### src/rtl/pipe_stage_elastic.sv
// Elastic valid/ready pipeline stage with an optional skid entry, flush, stall
// and a saturating count of cycles in which no beat is offered downstream.
module pipe_stage_elastic #(
    parameter int DATA_WIDTH = 64,
    parameter int CTRL_WIDTH = 16,
    parameter int SKID_EN    = 1,
    parameter int BUB_W      = 8
) (
    input  logic                  cpu_clk,
    input  logic                  cpu_rst,
    input  logic                  flush,
    input  logic                  stall,
    input  logic                  in_valid,
    output logic                  in_ready,
    input  logic [DATA_WIDTH-1:0] in_data,
    input  logic [CTRL_WIDTH-1:0] in_ctrl,
    output logic                  out_valid,
    input  logic                  out_ready,
    output logic [DATA_WIDTH-1:0] out_data,
    output logic [CTRL_WIDTH-1:0] out_ctrl,
    output logic [1:0]            occupancy,
    output logic [BUB_W-1:0]      bubble_cnt
);

    localparam logic [BUB_W-1:0] BUB_MAX = {BUB_W{1'b1}};

    logic                  head_valid_q, head_valid_d;
    logic [DATA_WIDTH-1:0] head_data_q,  head_data_d;
    logic [CTRL_WIDTH-1:0] head_ctrl_q,  head_ctrl_d;
    logic                  skid_valid_q, skid_valid_d;
    logic [DATA_WIDTH-1:0] skid_data_q,  skid_data_d;
    logic [CTRL_WIDTH-1:0] skid_ctrl_q,  skid_ctrl_d;
    logic [BUB_W-1:0]      bubble_q,     bubble_d;
    logic                  accept_s, emit_s;

    // Handshake: with a skid entry, in_ready depends only on a flop and stall.
    always_comb begin
        if (SKID_EN != 0) begin
            in_ready = ~skid_valid_q & ~stall;
        end else begin
            in_ready = (~head_valid_q | out_ready) & ~stall;
        end
        out_valid = head_valid_q & ~stall;
        accept_s  = in_valid & in_ready;
        emit_s    = out_valid & out_ready;
    end

    // Next-state for head and skid entries; cleared entries carry zero payload.
    always_comb begin
        head_valid_d = head_valid_q;
        head_data_d  = head_data_q;
        head_ctrl_d  = head_ctrl_q;
        skid_valid_d = skid_valid_q;
        skid_data_d  = skid_data_q;
        skid_ctrl_d  = skid_ctrl_q;
        if (flush) begin
            head_valid_d = 1'b0;
            head_data_d  = '0;
            head_ctrl_d  = '0;
            skid_valid_d = 1'b0;
            skid_data_d  = '0;
            skid_ctrl_d  = '0;
        end else if (SKID_EN != 0) begin
            if (emit_s) begin
                if (skid_valid_q) begin
                    head_valid_d = 1'b1;
                    head_data_d  = skid_data_q;
                    head_ctrl_d  = skid_ctrl_q;
                    if (accept_s) begin
                        skid_valid_d = 1'b1;
                        skid_data_d  = in_data;
                        skid_ctrl_d  = in_ctrl;
                    end else begin
                        skid_valid_d = 1'b0;
                        skid_data_d  = '0;
                        skid_ctrl_d  = '0;
                    end
                end else if (accept_s) begin
                    head_valid_d = 1'b1;
                    head_data_d  = in_data;
                    head_ctrl_d  = in_ctrl;
                end else begin
                    head_valid_d = 1'b0;
                    head_data_d  = '0;
                    head_ctrl_d  = '0;
                end
            end else if (accept_s) begin
                if (!head_valid_q) begin
                    head_valid_d = 1'b1;
                    head_data_d  = in_data;
                    head_ctrl_d  = in_ctrl;
                end else begin
                    skid_valid_d = 1'b1;
                    skid_data_d  = in_data;
                    skid_ctrl_d  = in_ctrl;
                end
            end else begin
                head_valid_d = head_valid_q;
            end
        end else begin
            if (accept_s) begin
                head_valid_d = 1'b1;
                head_data_d  = in_data;
                head_ctrl_d  = in_ctrl;
            end else if (emit_s) begin
                head_valid_d = 1'b0;
                head_data_d  = '0;
                head_ctrl_d  = '0;
            end else begin
                head_valid_d = head_valid_q;
            end
        end
    end

    // Bubble counter saturates and ignores flush.
    always_comb begin
        if (out_valid || (bubble_q == BUB_MAX)) begin
            bubble_d = bubble_q;
        end else begin
            bubble_d = bubble_q + BUB_W'(1);
        end
    end

    // State registers with synchronous reset.
    always_ff @(posedge cpu_clk) begin
        if (cpu_rst) begin
            head_valid_q <= 1'b0;
            head_data_q  <= '0;
            head_ctrl_q  <= '0;
            skid_valid_q <= 1'b0;
            skid_data_q  <= '0;
            skid_ctrl_q  <= '0;
            bubble_q     <= '0;
        end else begin
            head_valid_q <= head_valid_d;
            head_data_q  <= head_data_d;
            head_ctrl_q  <= head_ctrl_d;
            skid_valid_q <= skid_valid_d;
            skid_data_q  <= skid_data_d;
            skid_ctrl_q  <= skid_ctrl_d;
            bubble_q     <= bubble_d;
        end
    end

    assign out_data   = head_data_q;
    assign out_ctrl   = head_ctrl_q;
    assign occupancy  = {1'b0, head_valid_q} + {1'b0, skid_valid_q};
    assign bubble_cnt = bubble_q;

endmodule

### config.mk
export PLATFORM = sky130hd
export DESIGN_NAME = pipe_stage_elastic
export DESIGN_NICKNAME = d
export VERILOG_FILES = /design/src/rtl/pipe_stage_elastic.sv
export SDC_FILE = /design/constraint.sdc
export NUM_CORES = 1
export LEC_CHECK = 0
export CAP_MARGIN = 20
export CORE_MARGIN = 2
export CORE_UTILIZATION = 52
export CTS_CLUSTER_DIAMETER = 200
export CTS_CLUSTER_SIZE = 40
export DETAILED_ROUTE_END_ITERATION = 10
export HOLD_SLACK_MARGIN = 0.1
export PLACE_DENSITY = 0.85
export SYNTH_ARGS = -nofsm -noshare
export SYNTH_HDL_FRONTEND = slang
export SYNTH_SLANG_ARGS = --single-unit
export TNS_END_PERCENT = 20
### constraint.sdc
create_clock -name cpu_clk -period 3.3 [get_ports cpu_clk]
set_input_delay 0.495 -clock cpu_clk [delete_from_list [all_inputs] [get_ports cpu_clk]]
set_output_delay 0.495 -clock cpu_clk [all_outputs]
set_load 0.05 [all_outputs]
After elaboration in Yosys (flattened, before gate mapping)
Cells that the tools add are included.
{"block": "totals", "regBits": 170, "out_inout_bits": 92, "elab_cells": 51}
{"block": "op_classes", "addsub": 2, "n_eq_ne": 3, "n_mux": 26, "bitwise": 6, "reduce_logical": 7}
{"op": "$mux W64", "n": 9}
{"op": "$mux W16", "n": 9}
{"op": "$add A8 B1 Y8 const B", "n": 1}
{"op": "$eq A8 B8 Y1 const B", "n": 1}
{"op": "$mux W1", "n": 8}
{"op": "$and A1 B1 Y1", "n": 4}
{"op": "$reduce_and A2 Y1", "n": 2}
{"op": "$reduce_bool A2 Y1", "n": 2}
{"op": "$reduce_and A3 Y1", "n": 1}
{"op": "$add A1 B1 Y2", "n": 1}
{"op": "$ne A2 B1 Y1 const B", "n": 1}
{"op": "$ne A2 B2 Y1 const B", "n": 1}
{"op": "$not A1 Y1", "n": 2}
{"op": "$reduce_or A2 Y1", "n": 1}
{"op": "$logic_or A1 B1 Y1", "n": 1}

Longest topological paths before layout
{"block": "depth", "word_depth": 6, "depth_mapped": 7}

Worst setup path after synthesis
No wires, ideal clock.
{"block": "synth_timing", "path_type": "in2reg", "start": "in stall", "end": "reg head_ctrl_q[11] (netlist: out_ctrl[11])", "arrival_time_ns": 1.650, "setup_slack_ns": 1.512, "path_stages": 7, "n_path_buf": 2, "path_cell_list": "nand2b_2 > inv_2 > nand3_4 > buf_4 > buf_6 > a22oi_1 > a211oi_1"}
{"block": "synth_between", "elab_cells_between_ends": 11, "classes_between": "eq/ne (1); mux (3); bitwise (5); reduce/logical (2)"}
{"item": "start, declared", "line": "12", "rtl": "input logic stall,"}
{"item": "$not A1 Y1 *", "line": "43", "rtl": "out_valid = head_valid_q & ~stall;"}
{"item": "$and A1 B1 Y1 *", "line": "43"}
{"item": "named net out_valid", "line": "17", "rtl": "output logic out_valid,"}
{"item": "$and A1 B1 Y1 *", "line": "45", "rtl": "emit_s = out_valid & out_ready;"}
{"item": "$ne A2 B1 Y1 (no source line) or $reduce_bool A2 Y1 (tied branches)"}
{"item": "$reduce_and A2 Y1 (no source line)"}
{"item": "end signal, assigned", "line": "137", "rtl": "head_ctrl_q <= head_ctrl_d;"}
{"item": "end, declared", "line": "29", "rtl": "logic [CTRL_WIDTH-1:0] head_ctrl_q, head_ctrl_d;"}
Mark *: on every way through the listed nets, which the timed path passes. The rest lies on a longest branch.
A chain may end at the register's enable or synchronous reset.

Final worst setup path
{"block": "layout_timing", "start": "in stall", "end": "out out_valid"}
{"block": "layout_between", "elab_chain_len": 2}
{"item": "$not A1 Y1", "line": "43"}
{"item": "$and A1 B1 Y1", "line": "43"}
{"item": "end, declared", "line": "17"}
No other way between the ends.

==> impl_summary.md <==
Synth
The synthesized net count is roughly 870. Synthesis instantiated 36 different standard cells from the library. The total of warnings raised by yosys is 0. Summing every instance area after synthesis gives 6790 sq um. Of the post-synthesis cell area, the part taken by muxes is 0.00461. The simple-gate share of the synthesized area is 0.175. The average footprint of a synthesized cell is between 8 and 9 sq um. Synthesis inferred 170 register bits. The share of the synthesized area in compound gates (AO/OA/AOI/OAI) is 0.250. Of the total synthesized cell area, the portion taken by full adders, half adders and majority gates is 0.00368. The share of flip-flops with an asynchronous set or reset after synthesis is 0.

The main combinational cell family by area after synthesis is compound AO/OA/AOI/OAI gates. Synthesis produced a netlist whose cell count is slightly below 800. Of the synthesized area, sequential elements account for 0.501.

Of the total synthesized cell area, the portion taken by XOR and XNOR cells is 0.00258. Among all flip-flop cells after synthesis, the most frequent one is sky130_fd_sc_hd__dfxtp_1. The number of flops mapped to enable cells by yosys is 0.

CTS
TritonCTS created 17 clock buffers. The insertion delay of the later-clocked pin in the worst-skew pair is about 0.4 ns. The count of instances resized after the clock tree is built is 0. After clock tree synthesis, the flow added hold-fix buffers numbering 0.

The clock tree from TritonCTS is yes. The clock passes through at most 2 buffers. CTS built an H-tree with a depth of 4. For this design, the sink count on the clock tree is 170. In this run the clock root is driven by a sky130_fd_sc_hd__clkbuf_16. The buffers inserted during post-CTS setup optimization is 0. After clock tree synthesis, the clock-pin slew on the worst setup and hold paths is about 0.05 ns.

STA
The total of endpoints with negative setup slack in the final report is 0. The count of final max-slew check failures is 0. The shortest period the worst path allows is 2.80 ns.

The hold violation total from the final report is 0. The worst clock skew on the final layout is about 0.0066 ns. The slew at the pin closest to its max-slew limit is ~0.6 ns. Static timing analysis puts the maximum clock frequency at around 0.36 GHz. Setup repair after global routing left no endpoint under its margin. The total negative setup slack is 0 ns. The final worst hold slack is around 0.45 ns. The period utilization is 0.847. The worst slew margin relative to its limit is 0.595.

Cells and area
Of the cells placed in the final design, the portion with a size suffix greater than 1 is 0.0511. At the end of the flow the core is filled with cells to 0.714. The finished cells cover roughly 9000 sq um. The net total in the final layout is 999.

0 antenna diodes ended up in the layout. After the flow finishes, the layout carries non-filler instances totaling about 1,100. The post-synthesis to final-layout area growth is 33.1%.

Drt
The total via count in the routed design is about 6,200. The final routed wirelength across all metal layers is between 15,000 and 20,000 microns. For this run, the detailed router's first-pass iteration total came to 5. In this run, the number of DRC markers left after iteration 0 of detailed routing was approximately 610. In the routed design, unresolved DRC markers number 0. The count of antenna-violating nets left after detailed routing is 0. After detailed routing, the number of vias per cell comes to 5.64. After detailed routing, the average wire length per cell comes to about 16 microns.

Min path
The worst hold path belongs to the class flop to flop. The startpoint identified for the worst hold timing path is skid_data_q[14]. The worst hold path endpoint is skid_data_q[14]. Counting instances, the worst hold path has a depth of 2.

Global routing
The overall global routing resource usage is 0.241. The wire length of the first global-routing pass is between 20,000 and 30,000 microns. The global-route congestion overflow total is 0.

The largest net degree at the start of global routing is ~130. The via count of the first global-routing pass is 5,684. The initial antenna violation count is 1.

Floorplan
The initialized floorplan defines 41 standard-cell rows. In this run the count of I/O pins placed on the die edge is roughly 180. The total area inside the core boundary comes to approximately 13,000 sq um.

The die is between 100 and 150 microns tall. The die boundary width is 118 microns. The initial core utilization is 0.536. The floorplan step defined a die boundary enclosing approximately 14,000 sq um.

Placed design
In this run the tool buffered the top-level ports with between 150 and 200 buffer cells. The placed wire-length estimate is 10,500 microns. The global placement routability congestion is roughly 0.8. The number of placed cells counting well taps is roughly 1,100. After detailed placement, the total cell area comes to 8510 sq um.

Power and ir drop
The power per cell area is 498 nW/um^2. The static leakage is approximately 3 nW. The maximum ir drop on the vdd rail is a little over 0.3 mV.

Setup path
The worst setup path is captured at an output pin. The cell type with the highest occurrence count on the critical path is sky130_fd_sc_hd__clkdlybuf4s50_1. The kind of cell with the highest combined delay along the critical path is buffers and inverters. At the worst endpoint, the arrival time is around 2.3 ns.

Counting cells, the worst reg-to-reg path comes to 5. Data on the critical path is required at its endpoint by about 2.8 ns. The largest single stage delay on the critical path is between 0.8 and 0.9 ns. The critical-path cell with the highest stage delay is sky130_fd_sc_hd__clkdlybuf4s50_1. The startpoint type of the worst setup path is an input port.

The signal on the critical path passes through clkdlybuf4s50_1 > nand2b_2 > inv_2 > clkdlybuf4s50_1. The worst register-to-register path ends at out_data[49]. The critical-path maximum fanout is 7.

The worst register-to-register path begins at skid_valid_q. The slack of the worst reg-to-reg path is roughly 1.2 ns. The buffers plus inverters on the worst setup path is 3. The type of the worst setup path is input port to output pin.

Status
The flow ran to the end, and the final reports show no timing, DRC or antenna violations.

Job
The reported max-cap violation count is 0.
flip-flops by register name (all words and copies together), names as in the netlist:
register / count
skid_data_q: 64
out_ctrl: 16
skid_valid_q: 1
head_valid_q: 1
out_data: 64
bubble_cnt: 8
skid_ctrl_q: 16
metal layers:
metal | part of all wire | GRT usage
met3 | 0.064 | 0.0584
met5 | 0.00076 | 0
met2 | 0.48 | 0.382
met1 | 0.43 | 0.311
met4 | 0.024 | 0.108
Yosys cell counts, types with 2 or more instances:
cell type                  instances  area (sq um)
sky130_fd_sc_hd__a22oi_1          81           608
sky130_fd_sc_hd__a211oi_1         81           608
sky130_fd_sc_hd__ha_1              2          25.0
sky130_fd_sc_hd__and2_1            2          12.5
sky130_fd_sc_hd__nor3b_1           3          22.5
sky130_fd_sc_hd__a21oi_1          82           410
sky130_fd_sc_hd__xor2_1            2          17.5
sky130_fd_sc_hd__nand2_1          82           308
sky130_fd_sc_hd__buf_4             4          30.0
sky130_fd_sc_hd__clkbuf_1         37           139
sky130_fd_sc_hd__nor2_1           89           334
sky130_fd_sc_hd__dfxtp_1         170          3400
sky130_fd_sc_hd__nand3_1          84           420
sky130_fd_sc_hd__nor3_1            2          10.0
sky130_fd_sc_hd__buf_6            10           113
sky130_fd_sc_hd__mux2i_1           2          20.0
sky130_fd_sc_hd__and3_1            2          12.5
sky130_fd_sc_hd__o21a_1            2          15.0
sky130_fd_sc_hd__buf_2            27           135
worst max path at each step:
stage               start            to  slack [ns]  depth (start not counted)
detailed placement  stall     out_valid        0.55                          4
global route        stall     out_valid        0.48                          4
global placement    stall     out_valid        0.57                          4
CTS                 stall     out_valid        0.52                          4
finish              stall     out_valid        0.50                          4
floorplan           stall  out_ctrl[11]        1.51                          7
worst reg2reg max path, delay by kind of cell (launching register included):
family	cells	cell delay (ns)
and+or+nand+nor	2	0.29
AOI/OAI and AO/OA	2	0.71
DFF	1	0.37
buffers and inverters	1	0.61
through the flow:
| stage | setup WS, ns | power [W] |
|---|---|---|
| 5_1_grt | 0.479 | 0.00468 |
| 3_5_place_dp | 0.550 | 0.00272 |
| 6_report | 0.504 | 0.00450 |
| 3_3_place_gp | 0.567 | 0.00272 |
| 2_1_floorplan | 1.51 | 0.00249 |
| 4_1_cts | 0.522 | 0.00453 |
cells in the final DEF, fill, tap and decap left out, drive strengths merged:
master / netlist / layout
nand3b: 1 / 1
xor2: 2 / 2
a211oi: 81 / 81
nor2: 89 / 89
clkbuf: 37 / 25
inv: 2 / 2
a311oi: 1 / 1
buf: 42 / 13
o2111ai: 1 / 1
or2: 1 / 1
nor3: 2 / 2
o31ai: 1 / 1
o21a: 2 / 2
a21oi: 82 / 82
nor3b: 3 / 3
ha: 2 / 2
mux2i: 2 / 2
nand3: 85 / 85
bufinv: 0 / 1
clkdlybuf4s50: 0 / 177
o21ai: 2 / 2
nand4: 1 / 1
a22oi: 81 / 81
and3: 2 / 2
nand2: 82 / 82
a31oi: 1 / 1
clkinv: 0 / 2
mux2: 1 / 1
and2: 2 / 2
nand2b: 2 / 2
dfxtp: 170 / 170
nor2b: 1 / 1
power breakdown:
part	internal [W]	switching (W)
Combinational	0.000232	0.000325
Sequential	0.00210	0.0000272
Clock	0.00110	0.000722
cell families (layout without fill, tap and decap cells):
kind of cell	Yosys count	count (layout)
AND/OR/NAND/NOR	271	271
AO/OA/AOI/OAI	252	252
flip-flops	170	170
buffers and inverters	81	220
multiplexers	3	3
adder cells (fa/ha/maj)	2	2
XOR/XNOR	2	2
area by class of cell:
class / count / area, sq um
Inverter: 2 / 7.51
Fill cell: 986 / 3630
Clock buffer: 25 / 495
Sequential cell: 170 / 3400
Multi-Input combinational cell: 530 / 2970
Timing Repair Buffer: 190 / 1910
Clock inverter: 3 / 40.0
Tap cell: 172 / 215
No activity file was read; power rests on OpenSTA's default activity.
